$ cat config.mk
export PLATFORM = sky130hd
export DESIGN_NAME = stream_source_v1
export DESIGN_NICKNAME = d
export VERILOG_FILES = /design/src/rtl/stream_source_v1.sv
export SDC_FILE = /design/constraint.sdc
export NUM_CORES = 1
export LEC_CHECK = 0
export CAP_MARGIN = 20
export CORE_MARGIN = 3
export CORE_UTILIZATION = 45
export DETAILED_ROUTE_END_ITERATION = 10
export DONT_BUFFER_PORTS = 1
export MAX_ROUTING_LAYER = met4
export PLACE_DENSITY = 0.69
export SYNTH_ARGS = -nofsm -noshare
export SYNTH_HDL_FRONTEND = slang
export SYNTH_SLANG_ARGS = --single-unit
$ cat constraint.sdc
create_clock -name clk_hifreq -period 4.8 [get_ports clk_hifreq]
set_input_delay 0.96 -clock clk_hifreq [delete_from_list [all_inputs] [get_ports clk_hifreq]]
set_output_delay 0.96 -clock clk_hifreq [all_outputs]
set_load 0.02 [all_outputs]
$ cat src/rtl/stream_source_v1.sv
// stream_source_v1: Avalon-ST source for the DE2 display-sink stream.
// Words come from the board switches on a debounced KEY press, or from a
// periodic auto-increment generator. They queue in a small circular FIFO
// whose head is presented with readyLatency-0 handshaking.
module stream_source_v1 #(
  parameter int DEPTH           = 8,
  parameter int DEBOUNCE_CYCLES = 500000,
  parameter int AUTO_PERIOD     = 50000000
) (
  input  logic                   clk_hifreq,
  input  logic                   rst,
  input  logic [17:0]            switches,
  input  logic [3:0]             buttons,
  output logic [31:0]            data_out,
  output logic                   valid,
  input  logic                   ready,
  output logic [$clog2(DEPTH):0] fifo_count,
  output logic                   overflow,
  output logic [7:0]             leds_green
);

  localparam int PW  = $clog2(DEPTH);
  localparam int CW  = PW + 1;
  localparam int DBW = $clog2(DEBOUNCE_CYCLES + 1);
  localparam int ATW = $clog2(AUTO_PERIOD + 1);
  localparam logic [DBW-1:0] DB_LAST  = DBW'(DEBOUNCE_CYCLES - 1);
  localparam logic [ATW-1:0] AT_LAST  = ATW'(AUTO_PERIOD - 1);
  localparam logic [CW-1:0]  FULL_CNT = CW'(DEPTH);

  // Button path: p0/p1 synchronizer, p2 debounced level and press pulse
  logic [3:0]     btn_sync_p0, btn_sync_p1;
  logic [3:0]     btn_deb_p2, press_p2;
  logic [DBW-1:0] db_cnt [4];

  // Push/pop control
  logic        flush, man_push, toggle, pop, full;
  logic        push_req, push_ok, push_drop, auto_take;
  logic [31:0] push_word;

  // Word sources
  logic [7:0]     seq;
  logic [15:0]    auto_cnt;
  logic           auto_mode, auto_pending;
  logic [ATW-1:0] auto_timer;

  // FIFO storage and next-state
  logic [31:0]   mem [DEPTH];
  logic [PW-1:0] wr_ptr, rd_ptr, wr_n, rd_n;
  logic [CW-1:0] count_n;
  logic [31:0]   data_n;

  // KEY0 has no function; its press pulse is intentionally left unconsumed.
  logic unused_press;
  assign unused_press = press_p2[0];

  // Synchronize the active-low keys and accept a new level only after it has
  // been stable for DEBOUNCE_CYCLES; a press is the debounced 1->0 edge.
  always_ff @(posedge clk_hifreq) begin
    if (rst) begin
      btn_sync_p0 <= '1;
      btn_sync_p1 <= '1;
      btn_deb_p2  <= '1;
      press_p2    <= '0;
      for (int i = 0; i < 4; i++) db_cnt[i] <= '0;
    end else begin
      btn_sync_p0 <= buttons;
      btn_sync_p1 <= btn_sync_p0;
      press_p2    <= '0;
      for (int i = 0; i < 4; i++) begin
        if (btn_sync_p1[i] == btn_deb_p2[i]) begin
          db_cnt[i] <= '0;
        end else if (db_cnt[i] == DB_LAST) begin
          db_cnt[i]     <= '0;
          btn_deb_p2[i] <= btn_sync_p1[i];
          press_p2[i]   <= btn_deb_p2[i];
        end else begin
          db_cnt[i] <= db_cnt[i] + DBW'(1);
        end
      end
    end
  end

  // Arbitrate flush > manual > auto and decide whether the push fits.
  always_comb begin
    flush     = press_p2[3];
    man_push  = press_p2[1];
    toggle    = press_p2[2];
    pop       = valid & ready;
    full      = (fifo_count == FULL_CNT);
    push_req  = man_push | auto_pending;
    push_word = man_push ? {6'b0, seq, switches} : {6'b0, seq, 2'b0, auto_cnt};
    push_ok   = push_req & ~flush & (~full | pop);
    push_drop = push_req & ~flush & full & ~pop;
    auto_take = auto_pending & ~man_push;
  end

  // Next FIFO state; the new head bypasses memory when it is written this cycle.
  always_comb begin
    wr_n    = wr_ptr;
    rd_n    = rd_ptr;
    count_n = fifo_count;
    data_n  = '0;
    if (flush) begin
      wr_n    = '0;
      rd_n    = '0;
      count_n = '0;
    end else begin
      if (push_ok) wr_n = wr_ptr + PW'(1);
      if (pop)     rd_n = rd_ptr + PW'(1);
      if (push_ok && !pop)      count_n = fifo_count + CW'(1);
      else if (!push_ok && pop) count_n = fifo_count - CW'(1);
    end
    if (count_n != '0) data_n = (push_ok && (wr_ptr == rd_n)) ? push_word : mem[rd_n];
  end

  // FIFO storage write.
  always_ff @(posedge clk_hifreq) begin
    if (push_ok) mem[wr_ptr] <= push_word;
  end

  // Pointers, occupancy and the registered stream outputs.
  always_ff @(posedge clk_hifreq) begin
    if (rst) begin
      wr_ptr     <= '0;
      rd_ptr     <= '0;
      fifo_count <= '0;
      valid      <= 1'b0;
      data_out   <= '0;
    end else begin
      wr_ptr     <= wr_n;
      rd_ptr     <= rd_n;
      fifo_count <= count_n;
      valid      <= (count_n != '0);
      data_out   <= data_n;
    end
  end

  // Sequence number, auto word counter and sticky overflow flag.
  always_ff @(posedge clk_hifreq) begin
    if (rst) begin
      seq      <= '0;
      auto_cnt <= '0;
      overflow <= 1'b0;
    end else begin
      if (push_ok)              seq      <= seq + 8'd1;
      if (push_ok && !man_push) auto_cnt <= auto_cnt + 16'd1;
      if (flush)                overflow <= 1'b0;
      else if (push_drop)       overflow <= 1'b1;
    end
  end

  // Auto mode: periodic timer raises a pending request that waits for a free slot.
  always_ff @(posedge clk_hifreq) begin
    if (rst) begin
      auto_mode    <= 1'b0;
      auto_timer   <= '0;
      auto_pending <= 1'b0;
    end else begin
      if (toggle) auto_mode <= ~auto_mode;
      if (toggle && !auto_mode)
        auto_timer <= '0;
      else if (auto_mode)
        auto_timer <= (auto_timer == AT_LAST) ? '0 : auto_timer + ATW'(1);
      if (toggle && auto_mode)
        auto_pending <= 1'b0;
      else if (auto_mode && (auto_timer == AT_LAST))
        auto_pending <= 1'b1;
      else if (auto_take)
        auto_pending <= 1'b0;
    end
  end

  // Status LEDs.
  always_comb begin
    leds_green = {full, valid, overflow, auto_mode, 4'(fifo_count)};
  end

endmodule

==> reports/metrics.cfg <==
[worst_setup_path]
slowest_delay_ns=0.80
cp-start-kind=register
crit_slowest_cell=and2_1
crit_path_max_fanout=26
worstSetupPathType=register to register
worstPathRequired_ns=5.22
critPathCaptureType=register
crit_arrival_ns=3.70
cp_cell_sequence=nand3_1, mux2i_4, and2_1, a22oi_1, a21o_1, and3_1

[grt]
antenna_found_initial=5
grt_start_max_net_pins=85
grt_pass1_vias=9200
grtUsageTotal=0.171
overflow=0
grt_pass1_wl_um=48600

[finish]
final_layout_size_suffix_gt1_frac=0.104
area_delta_synth_final_pct=12.1
nFillCells=2901
fin_util=0.517
nNetsFinal=1268

[logic_synthesis]
synth-edff-count=265
syn_area_um2=15600
synth_area_per_cell_um2=13.2
synth.most_common_cell=edfxtp_1
synth_seq_area_share=0.640
async_flop_share=0
synth_top_area_cell=edfxtp_1
ys_seq_elements=367
synth_top_area_frac=0.510
yosysWarnings=0
synth_flop_cell=edfxtp_1
yosysUniqueCellTypes=56
syn_inst=1180
ys_top_cells_by_area=edfxtp_1 51%, dfxtp_1 13%, mux2i_1 4.2%
synth_common_cells=265 x edfxtp_1, 144 x nor2_1, 102 x dfxtp_1, 72 x nand2_1, 65 x mux2i_1

[timing]
min_period_ns=3.28
hold_viol_final=0
period_share=0.684
setup_violations=0
slew_violations=0
tightestPinTransition_ns=1.09
clock_skew_ns=0.0254
max-slew-margin-rel=0.268
rsz0062_at_grt=no
max_freq_mhz=305
setup_tns_ns=0

[power]
p_per_area_nw_per_um2=428
ir_drop_v=0.000307
leakagePower_nw=6.52

[route]
wl_per_cell_um=17.4
drt-total-wl_um=29900
dr_total_vias=9018
vias_per_cell=5.26
drc=0
drtIter0Drc=540
ant_nets=0
firstDrtPassIters=5

[clock_network]
postCtsSetupRepairBufs=0
ctsHoldBuffers=0
cts_tree=done
cts_buffer_depth=3
clkSlewWorstSetupHoldPaths_ns=0.06
cts_resized=0
insertion_delay_ns=0.53
cts-root-buf=clkbuf_16
clock_sinks=367
htree_levels=2
cts_buffers=39

[status]
status=finished, final reports clean

[floorplan]
rows=67
dieArea_um2=37000
chipHeight_um=192
start_util=0.461
die_x_um=192
core_um2=33900
ios=71

[placement]
gp_congestion=0.785
dp_hpwl_um=18100
port_buffers=0

[worst_hold_path]
hold_class=register to register

[job]
drv_cap=0

## critical path, delay by kind of cell, from the launching register on
kind | cells | cell delay [ns]
simple gates | 3 | 1.25
flops | 1 | 0.73
compound gates | 2 | 0.44
mux | 1 | 0.75
## layout by cell type, fill, tap and decap left out, types with 10 or more instances in the layout
cell	count
nor2_1	141
mux2i_1	65
mux4_2	20
nor4_1	10
o211a_1	15
a221oi_1	16
a22o_1	15
nor3_1	15
nand3_1	44
xor2_1	56
clkbuf_16	39
nand2_1	72
edfxtp_1	265
nand4_1	23
buf_4	16
o21ai_0	12
and3_1	20
mux2_2	12
ha_1	10
conb_1	63
xnor2_1	50
inv_1	17
a21boi_1	10
a21o_1	13
nand2b_1	29
dfxtp_1	102
## layout make-up
cell class | count | area (µm²) | area share
antenna | 5 | 12.5 | 0.000715
clock buffer | 49 | 1050 | 0.0602
clock inverter | 22 | 225 | 0.0129
inverter | 17 | 63.8 | 0.00365
multi-input combinational | 790 | 5440 | 0.311
sequential | 367 | 10000 | 0.571
tap | 448 | 561 | 0.0320
timing repair buffer | 18 | 148 | 0.00844
## power by group
| part | switching (mW) | internal [mW] | total [mW] |
|---|---|---|---|
| Combinational | 0.446 | 0.379 | 0.824 |
| Clock | 1.19 | 1.77 | 2.97 |
| Sequential | 0.216 | 3.47 | 3.69 |
## worst paths after layout
check / to / cells past startpoint / start / slack (ns)
setup / recovery: data_out[6] / 6 / valid / 1.52
hold / removal: btn_sync_p1[2] / 1 / btn_sync_p0[2] / 0.41
setup reg to reg: data_out[6] / 6 / valid / 1.52
hold reg to reg: btn_sync_p1[2] / 1 / btn_sync_p0[2] / 0.41
## cells by family (layout without fill, tap and decap cells)
group | count (synthesis) | count (layout) | synth area share
xor gates and xnor gates | 106 | 106 | 0.0595
muxes | 99 | 99 | 0.0820
AOI/OAI and AO/OA | 109 | 109 | 0.0558
and+or+nand+nor | 403 | 403 | 0.125
buffers and inverters | 84 | 106 | 0.0285
DFF | 367 | 367 | 0.640
other | 2 | 68 | 0.000481
adders and majority gates | 10 | 10 | 0.00801
## routing by layer
| metal | GRT usage | vias up | part of all wire |
|---|---|---|---|
| li1 | - | 4369 | - |
| met1 | 0.219 | 4422 | 0.44 |
| met2 | 0.278 | 179 | 0.49 |
| met3 | 0.0376 | 48 | 0.054 |
| met4 | 0.0465 | 0 | 0.018 |
| met5 | - | - | 0 |
## registers in the layout, summed over array words and instances (netlist names)
signal / count
btn_sync_p1: 3
overflow: 1
wr_ptr: 3
mem: 208
auto_timer: 26
btn_deb_p2: 3
rd_ptr: 3
auto_cnt: 16
db_cnt: 57
valid: 1
auto_pending: 1
auto_mode: 1
seq: 8
data_out: 26
btn_sync_p0: 3
press_p2: 3
fifo_count: 4
## stage by stage
stage          cell area (µm²)  total power, mW  std cells  setup slack (ns)  hold WS, ns
6_report                 17500             7.48       1716              1.52        0.407
5_1_grt                  17500             7.77       1715              1.24        0.429
4_1_cts                  17500             7.56       1710              1.44        0.407
3_5_place_dp             16200             4.59       1639              1.39        0.394
3_3_place_gp             16200             4.58       1639              1.48        0.398
2_1_floorplan            15800             4.44       1241             0.346        0.389
Power figures use the tool's default switching activity.
